## config.mk

```make
export PLATFORM = sky130hd
export DESIGN_NAME = yuv444_to_rgb_flat
export DESIGN_NICKNAME = d
export VERILOG_FILES = /design/src/rtl/chroma_pkg.sv /design/src/rtl/nasti_stream_channel_if.sv /design/src/rtl/yuv444_to_rgb_pixel.sv /design/src/rtl/yuv444_to_rgb.sv /design/src/flat_wrapper.sv
export SDC_FILE = /design/constraint.sdc
export NUM_CORES = 1
export LEC_CHECK = 0
export CAP_MARGIN = 25
export CORE_MARGIN = 1
export CORE_UTILIZATION = 66
export CTS_CLUSTER_SIZE = 12
export DETAILED_ROUTE_END_ITERATION = 8
export PLACE_DENSITY = 0.95
export SYNTH_ARGS = -nofsm -noshare
export SYNTH_HDL_FRONTEND = slang
export SYNTH_SLANG_ARGS = --single-unit
```

## constraint.sdc

```tcl
create_clock -name clk -period 10.3 [get_ports clk]
set_clock_uncertainty 0.05 [all_clocks]
set_input_delay 2.575 -clock clk [delete_from_list [all_inputs] [get_ports clk]]
set_output_delay 2.575 -clock clk [all_outputs]
set_load 0.05 [all_outputs]
```

## src/rtl/chroma_pkg.sv

```systemverilog
// chroma_pkg: shared types and constants for the chroma colour-space path.
//   yuv_pix_t / rgb_pix_t : 32-bit lane layouts (v / b in the low byte).
//   ACC_W                 : signed accumulator width of the converter.
//   K_* / Y_OFF           : BT.601 coefficients, studio range by default,
//                           JPEG full range when YUV_FULL_RANGE_EN is defined.
package chroma_pkg;

  localparam int ACC_W = 20;  // holds the worst case 298*239 + 516*127 + 128
  localparam int RND   = 128;

  typedef struct packed {
    logic [7:0] pad;
    logic [7:0] y;
    logic [7:0] u;
    logic [7:0] v;
  } yuv_pix_t;

  typedef struct packed {
    logic [7:0] pad;
    logic [7:0] r;
    logic [7:0] g;
    logic [7:0] b;
  } rgb_pix_t;

  localparam int STUDIO_Y_OFF = 16;
  localparam int STUDIO_K_Y   = 298;
  localparam int STUDIO_K_RV  = 409;
  localparam int STUDIO_K_GU  = 100;
  localparam int STUDIO_K_GV  = 208;
  localparam int STUDIO_K_BU  = 516;

  localparam int FULL_Y_OFF   = 0;
  localparam int FULL_K_Y     = 256;
  localparam int FULL_K_RV    = 359;
  localparam int FULL_K_GU    = 88;
  localparam int FULL_K_GV    = 183;
  localparam int FULL_K_BU    = 454;

`ifdef YUV_FULL_RANGE_EN
  localparam int Y_OFF = FULL_Y_OFF;
  localparam int K_Y   = FULL_K_Y;
  localparam int K_RV  = FULL_K_RV;
  localparam int K_GU  = FULL_K_GU;
  localparam int K_GV  = FULL_K_GV;
  localparam int K_BU  = FULL_K_BU;
`else
  localparam int Y_OFF = STUDIO_Y_OFF;
  localparam int K_Y   = STUDIO_K_Y;
  localparam int K_RV  = STUDIO_K_RV;
  localparam int K_GU  = STUDIO_K_GU;
  localparam int K_GV  = STUDIO_K_GV;
  localparam int K_BU  = STUDIO_K_BU;
`endif

  // Saturate a shifted accumulator to 0..255.
  function automatic logic [7:0] clamp8(input logic signed [ACC_W-1:0] x);
    if (x[ACC_W-1])           return 8'h00;
    else if (x > ACC_W'(255)) return 8'hFF;
    else                      return x[7:0];
  endfunction

endpackage

```

## src/rtl/nasti_stream_channel_if.sv

```systemverilog
// nasti_stream_channel: AXI4-stream style channel.
//   master drives t_valid/t_data/t_strb/t_keep/t_last/t_id/t_dest/t_user,
//   slave drives t_ready.
interface nasti_stream_channel #(
  parameter int DATA_WIDTH = 64,
  parameter int ID_WIDTH   = 4,
  parameter int DEST_WIDTH = 4,
  parameter int USER_WIDTH = 1
);
  logic                    t_valid;
  logic                    t_ready;
  logic [DATA_WIDTH-1:0]   t_data;
  logic [DATA_WIDTH/8-1:0] t_strb;
  logic [DATA_WIDTH/8-1:0] t_keep;
  logic                    t_last;
  logic [ID_WIDTH-1:0]     t_id;
  logic [DEST_WIDTH-1:0]   t_dest;
  logic [USER_WIDTH-1:0]   t_user;

  modport master (output t_valid, t_data, t_strb, t_keep, t_last, t_id, t_dest, t_user,
                  input  t_ready);
  modport slave  (input  t_valid, t_data, t_strb, t_keep, t_last, t_id, t_dest, t_user,
                  output t_ready);
endinterface

```

## src/rtl/yuv444_to_rgb_pixel.sv

```systemverilog
// yuv2rgb_pixel: single-lane 3-stage YCbCr -> RGB datapath.
//   clk, rst (async active-low), en (advance all stages),
//   pix_in (yuv_pix_t), pix_out (rgb_pix_t, registered, pad = 0).
// Coefficient set follows YUV_FULL_RANGE_EN via chroma_pkg.
module yuv2rgb_pixel
  import chroma_pkg::*;
(
  input  logic     clk,
  input  logic     rst,
  input  logic     en,
  input  yuv_pix_t pix_in,
  output rgb_pix_t pix_out
);

  typedef logic signed [ACC_W-1:0] acc_t;

  logic signed [8:0] c, d, e;
  logic unused_pad;

  // 9-bit wrap is safe: every offset result lies in -128..255.
  assign c = signed'({1'b0, pix_in.y} - 9'(Y_OFF));
  assign d = signed'({1'b0, pix_in.u} - 9'd128);
  assign e = signed'({1'b0, pix_in.v} - 9'd128);
  assign unused_pad = ^pix_in.pad;

  acc_t p_y, p_rv, p_gu, p_gv, p_bu;  // S1
  acc_t s_r, s_g, s_b;                // S2

  always_ff @(posedge clk or negedge rst) begin
    if (!rst) begin
      p_y  <= '0;
      p_rv <= '0;
      p_gu <= '0;
      p_gv <= '0;
      p_bu <= '0;
      s_r  <= '0;
      s_g  <= '0;
      s_b  <= '0;
      pix_out <= '0;
    end else if (en) begin
      p_y  <= ACC_W'(c) * ACC_W'(K_Y);
      p_rv <= ACC_W'(e) * ACC_W'(K_RV);
      p_gu <= ACC_W'(d) * ACC_W'(K_GU);
      p_gv <= ACC_W'(e) * ACC_W'(K_GV);
      p_bu <= ACC_W'(d) * ACC_W'(K_BU);
      s_r  <= p_y + p_rv + ACC_W'(RND);
      s_g  <= p_y - p_gu - p_gv + ACC_W'(RND);
      s_b  <= p_y + p_bu + ACC_W'(RND);
      pix_out.pad <= 8'h00;
      pix_out.r   <= clamp8(s_r >>> 8);
      pix_out.g   <= clamp8(s_g >>> 8);
      pix_out.b   <= clamp8(s_b >>> 8);
    end
  end

endmodule

```

## src/rtl/yuv444_to_rgb.sv

```systemverilog
// yuv444_to_rgb: pipelined BT.601 YCbCr 4:4:4 -> XRGB stream converter.
//   clk            : clock
//   rst            : async active-low reset
//   src (slave)    : pixels, per 32-bit lane {pad, Y, U, V}
//   dst (master)   : pixels, per 32-bit lane {0x00, R, G, B}
// Three register stages, one beat per cycle while dst.t_ready is high.
// src.t_ready is combinational from dst.t_ready (only comb path).
// Build option: YUV_FULL_RANGE_EN selects JPEG full-range coefficients.
module yuv444_to_rgb
  import chroma_pkg::*;
#(
  parameter int DATA_WIDTH = 64
) (
  input  logic clk,
  input  logic rst,
  nasti_stream_channel.slave  src,
  nasti_stream_channel.master dst
);

  localparam int LANES  = DATA_WIDTH / 32;
  localparam int STAGES = 3;
  localparam int SB_W   = DATA_WIDTH / 8;

  logic                       adv;
  logic [STAGES:1]            vld_pipe;
  logic [STAGES:1]            last_pipe;
  logic [STAGES:1][SB_W-1:0]  strb_pipe;
  logic [STAGES:1][SB_W-1:0]  keep_pipe;
  logic [LANES-1:0][31:0]     lane_out;
  logic                       unused_src;

  // Whole pipe moves as one; an empty or draining output slot lets it move.
  assign adv         = !vld_pipe[STAGES] | dst.t_ready;
  assign src.t_ready = adv;
  assign unused_src  = ^{src.t_id, src.t_dest, src.t_user};

  always_ff @(posedge clk or negedge rst) begin
    if (!rst) begin
      vld_pipe  <= '0;
      last_pipe <= '0;
      strb_pipe <= '0;
      keep_pipe <= '0;
    end else if (adv) begin
      vld_pipe  <= {vld_pipe[STAGES-1:1],  src.t_valid};
      last_pipe <= {last_pipe[STAGES-1:1], src.t_last};
      strb_pipe <= {strb_pipe[STAGES-1:1], src.t_strb};
      keep_pipe <= {keep_pipe[STAGES-1:1], src.t_keep};
    end
  end

  for (genvar i = 0; i < LANES; i++) begin : g_lane
    rgb_pix_t px;
    yuv2rgb_pixel u_pix (
      .clk     (clk),
      .rst     (rst),
      .en      (adv),
      .pix_in  (yuv_pix_t'(src.t_data[32*i +: 32])),
      .pix_out (px)
    );
    assign lane_out[i] = px;
  end

  assign dst.t_valid = vld_pipe[STAGES];
  assign dst.t_data  = lane_out;
  assign dst.t_last  = last_pipe[STAGES];
  assign dst.t_strb  = strb_pipe[STAGES];
  assign dst.t_keep  = keep_pipe[STAGES];
  assign dst.t_id    = '0;
  assign dst.t_dest  = '0;
  assign dst.t_user  = '0;

endmodule
```

## src/flat_wrapper.sv

```systemverilog
// flat-port wrapper written by rule: the top's interface ports become plain ports
module yuv444_to_rgb_flat import chroma_pkg::*;
#(
  parameter int DATA_WIDTH = 64
)
  (clk, rst, src_t_valid, src_t_data, src_t_strb, src_t_keep, src_t_last, src_t_id, src_t_dest, src_t_user, src_t_ready, dst_t_valid, dst_t_data, dst_t_strb, dst_t_keep, dst_t_last, dst_t_id, dst_t_dest, dst_t_user, dst_t_ready);
  nasti_stream_channel #(.DATA_WIDTH(DATA_WIDTH)) src_i ();
  nasti_stream_channel #(.DATA_WIDTH(DATA_WIDTH)) dst_i ();
  input  logic clk;
  input  logic rst;
  input wire logic [$bits(src_i.t_valid)-1:0] src_t_valid;
  input wire logic [$bits(src_i.t_data)-1:0] src_t_data;
  input wire logic [$bits(src_i.t_strb)-1:0] src_t_strb;
  input wire logic [$bits(src_i.t_keep)-1:0] src_t_keep;
  input wire logic [$bits(src_i.t_last)-1:0] src_t_last;
  input wire logic [$bits(src_i.t_id)-1:0] src_t_id;
  input wire logic [$bits(src_i.t_dest)-1:0] src_t_dest;
  input wire logic [$bits(src_i.t_user)-1:0] src_t_user;
  output wire logic [$bits(src_i.t_ready)-1:0] src_t_ready;
  output wire logic [$bits(dst_i.t_valid)-1:0] dst_t_valid;
  output wire logic [$bits(dst_i.t_data)-1:0] dst_t_data;
  output wire logic [$bits(dst_i.t_strb)-1:0] dst_t_strb;
  output wire logic [$bits(dst_i.t_keep)-1:0] dst_t_keep;
  output wire logic [$bits(dst_i.t_last)-1:0] dst_t_last;
  output wire logic [$bits(dst_i.t_id)-1:0] dst_t_id;
  output wire logic [$bits(dst_i.t_dest)-1:0] dst_t_dest;
  output wire logic [$bits(dst_i.t_user)-1:0] dst_t_user;
  input wire logic [$bits(dst_i.t_ready)-1:0] dst_t_ready;
  assign src_i.t_valid = src_t_valid;
  assign src_i.t_data = src_t_data;
  assign src_i.t_strb = src_t_strb;
  assign src_i.t_keep = src_t_keep;
  assign src_i.t_last = src_t_last;
  assign src_i.t_id = src_t_id;
  assign src_i.t_dest = src_t_dest;
  assign src_i.t_user = src_t_user;
  assign src_t_ready = src_i.t_ready;
  assign dst_t_valid = dst_i.t_valid;
  assign dst_t_data = dst_i.t_data;
  assign dst_t_strb = dst_i.t_strb;
  assign dst_t_keep = dst_i.t_keep;
  assign dst_t_last = dst_i.t_last;
  assign dst_t_id = dst_i.t_id;
  assign dst_t_dest = dst_i.t_dest;
  assign dst_t_user = dst_i.t_user;
  assign dst_i.t_ready = dst_t_ready;
  yuv444_to_rgb #(.DATA_WIDTH(DATA_WIDTH)) u_core (.clk(clk), .rst(rst), .src(src_i), .dst(dst_i));
endmodule
```

==> summary.txt <==
Synth
  – Mapped cell area: 0.02708 sq mm
  – Sequential area share after synthesis: 30.68%
  – Yosys top cell by area: dfrtp_1
  – Primary FF master, synth: dfrtp_1
  – Most common cell in the synthesized netlist: ha_1
  – Synthesized area per cell: 9.136 sq um
  – Area share of the largest cell type after synthesis: a little under a third
  – Ys async rst share: between 90% and 100%
  – YS warnings: 0
  – Most frequent cells after synthesis: 514 x ha_1, 467 x nand2_1, 342 x inv_1, 332 x dfrtp_1, 204 x nor2_1
  – Netlist cell types: 69
  – Mapped Cells: between 2000 and 3000
  – Synth Register Bits: ~330
  – Area contributors post-synth: dfrtp_1 31%, ha_1 24%, fa_1 8.0%, nand2_1 6.5%, inv_1 4.7%
  – Post-synth EDFFs: 0

Pwr
  – Pwr per Cell Area: 359.4 mW/mm^2
  – Switching Fraction: approximately half
  – Leak: between 15 and 20 nW
  – Combinational power share: around two thirds
  – Worst VDD drop: approximately 0.28 mV
  – Total Power: 10.73 mW
  – Psw: between 5 and 6 mW
  – Int Power: 5.514 mW
  – Flop pwr share: between 20% and 30%
  – Clk pwr share: approximately an eighth

Cells and area
  – Layout cell share with drive strength beyond 1: under 10%
  – Area Growth Syn to Fin: 10.29%
  – Final net count: between 3000 and 4000
  – Post-layout util: roughly 74%

Floorplan
  – Die Ht: slightly above 200 microns
  – Die Footprint: 0.04184 sq mm
  – Core area: approximately 0.04 sq mm
  – Initial Utilization: around two thirds
  – Num rows: 73
  – Top-level port count: ~190
  – Die X: about 200 microns

Clocking
  – Hold Buf Count CTS: 0
  – CTS tree: done
  – CTS resizes: 0
  – Post-CTS Setup Bufs: 0
  – Worst-Skew Late Latency: 0.56 ns
  – H-tree depth: 2
  – Inserted Clock Buffers: 38
  – Clk pin slew, worst setup/hold paths: around 0.060 ns
  – Root Driver: clkbuf_16
  – CTS Buffer Depth: 3
  – CTS sink count: approximately 330

Routing
  – DR iter-0 viols: about 1300
  – Vias: roughly 21000
  – Post-route ant nets: 0
  – Vias per cell: roughly 5.9
  – Drt pass-1 iters: 5
  – Routed len/inst: ~18 microns
  – Residual DRC: 0
  – Final WL: between 60000 and 70000 microns

GRT
  – First-pass GRT wire length: 105000 microns
  – Largest net degree at the start of global routing: 255
  – Number of global-route vias before repair: roughly 22000
  – Total global-route track usage: between 30% and 40%
  – Initial antenna violation count: 3
  – Grt total ovfl: 0

STA
  – Setup tns final: 0 ns
  – Relative max-transition margin: 18.02%
  – Worst-Margin Slew: between 1 and 1.5 ns
  – Final period utilization: about 73%
  – Hold Vio Cnt, Final: 0
  – Post-route setup slack: about 2.8 ns
  – Slew Viols, Final: 0
  – Fmax: 133.8 MHz
  – RSZ-0062 raised after global routing: false
  – Final setup fails: 0
  – Tmin final: 7.477 ns

Placement
  – Port bufs: around 140
  – Pre-CTS setup slack: approximately 2.3 ns
  – Placer congestion estimate: slightly above 0.9
  – HPWL after DPL: approximately 47000 microns

Worst setup path
  – Critical path class: in -> reg
  – CP startpoint kind: input pin
  – Critical Path AT: between 7 and 8 ns
  – Max Fanout on Critical Path: 10
  – Crit end category: flip-flop
  – Worst Path Required: 10.62 ns

Status
  – Status: finished clean

Flow run
  – Max cap viols: 0

Hold path
  – Min-delay worst type: reg -> reg
==> routing by layer <==
metal | global-route usage [%] | up-vias | part of all wire [%]
met5 | 0 | - | 0
met4 | 19.14 | 0 | 6.2
met3 | 3.691 | 242 | 5.0
met2 | 55.48 | 693 | 51
met1 | 36.02 | 10170 | 38
li1 | - | 10000 | -
==> flip-flops by register name, indices dropped and copies added (netlist names), 8 cells and up <==
signal and flops:
u_core.strb_pipe 16, u_core.g_lane.u_pix.s_b 24, u_core.g_lane.u_pix.pix_out 48, u_core.g_lane.u_pix.p_gu 24, u_core.dst.t_keep 8, u_core.g_lane.u_pix.s_g 24
u_core.keep_pipe 16, u_core.dst.t_strb 8, u_core.g_lane.u_pix.p_rv 38, u_core.g_lane.u_pix.p_bu 36, u_core.g_lane.u_pix.s_r 24, u_core.g_lane.u_pix.p_y 36
u_core.g_lane.u_pix.p_gv 24
==> placed cells by master, fill, tap and decap left out, types with 12 or more instances in the layout <==
master and n:
conb_1 25, dfrtp_1 332, fa_1 108, nand2b_1 21
nor2_1 204, o31ai_1 68, xnor2_1 75, o21ai_0 133
inv_1 342, nand3_1 21, clkdlybuf4s50_1 134, nand2_1 467
a31oi_1 14, o21bai_1 12, nor3_1 43, a21oi_1 191
xor2_1 79, a21o_1 38, nor2b_1 19, o211ai_1 14
ha_1 514, o21a_1 17, clkbuf_16 39
==> kinds of logic (layout without fill, tap and decap cells) <==
group / count (synthesis) / after routing / synth area share [%]
AO/OA/AOI/OAI: 552 / 552 / 12.64
AND/OR/NAND/NOR: 822 / 822 / 12.58
adder cells (fa/ha/maj): 622 / 622 / 31.73
multiplexers: 5 / 5 / 0.2033
buffers and inverters: 476 / 554 / 7.167
other: 1 / 28 / 0.01385
XOR/XNOR: 154 / 154 / 4.981
flip-flops: 332 / 332 / 30.68
==> per-stage QoR <==
step | cell area (sq um) | hold WS [ns] | instances
finish | 29860 | 0.4198 | 3594
floorplan | 27170 | 0.3800 | 2988
CTS | 29820 | 0.4184 | 3589
global route | 29860 | 0.4403 | 3594
detailed placement | 28630 | 0.4051 | 3521
global placement | 28630 | 0.3924 | 3521
==> layout make-up <==
cell class / count / area, sq um
fillers: 2663 / 10230
flip-flops and latches: 332 / 8308
multi-input cells: 2180 / 16930
inverters: 343 / 1295
well taps: 525 / 656.9
clock inverters: 13 / 101.3
clock buffers: 55 / 1086
diodes: 3 / 7.507
repair buffers: 143 / 1478
==> final timing paths <==
check                                                                 endpoint  depth (start not counted)                                      start  slack (ns)
worst max-delay path               u_core.g_lane[0].u_pix.p_rv[18]$_DFFE_PN0P_                         17                              src_t_data[7]        2.82
max in group asynchronous           u_core.g_lane[0].u_pix.p_rv[7]$_DFFE_PN0P_                          2                                        rst        6.88
worst max register to register      u_core.g_lane[0].u_pix.s_g[13]$_DFFE_PN0P_                         11  u_core.g_lane[0].u_pix.p_y[6]$_DFFE_PN0P_        6.37
worst min-delay path                          u_core.keep_pipe[14]$_DFFE_PN0P_                          2           u_core.keep_pipe[14]$_DFFE_PN0P_        0.42
worst min register to register                u_core.keep_pipe[14]$_DFFE_PN0P_                          2           u_core.keep_pipe[14]$_DFFE_PN0P_        0.42
min in group asynchronous       u_core.g_lane[1].u_pix.pix_out[19]$_DFFE_PN0P_                          1                                        rst        2.05
==> worst max-delay path: stages <==
cell and delay, ns:
clkdlybuf4s50_1 0.93, inv_1 0.35, ha_1 0.38, inv_1 0.05, fa_1 0.50, inv_1 0.06, fa_1 0.45, ha_1 0.35
fa_1 0.47, a21oi_1 0.29, o211ai_1 0.16, a31oi_1 0.31, nor2b_1 0.09, o21a_1 0.19, o41ai_1 0.35, xnor2_1 0.17
a21oi_1 0.09
==> power groups by stage <==
| stage | sequential, mW | combinational (mW) | clock [mW] |
|---|---|---|---|
| 2_1_floorplan | 2.53 | 4.94 | 0 |
| 3_3_place_gp | 2.36 | 6.38 | 0 |
| 3_5_place_dp | 2.40 | 6.78 | 0 |
| 4_1_cts | 2.38 | 6.94 | 1.34 |
| 5_1_grt | 2.45 | 7.74 | 1.39 |
| 6_report | 2.40 | 7.02 | 1.32 |
Note: power is estimated with default switching activity, not from simulation.
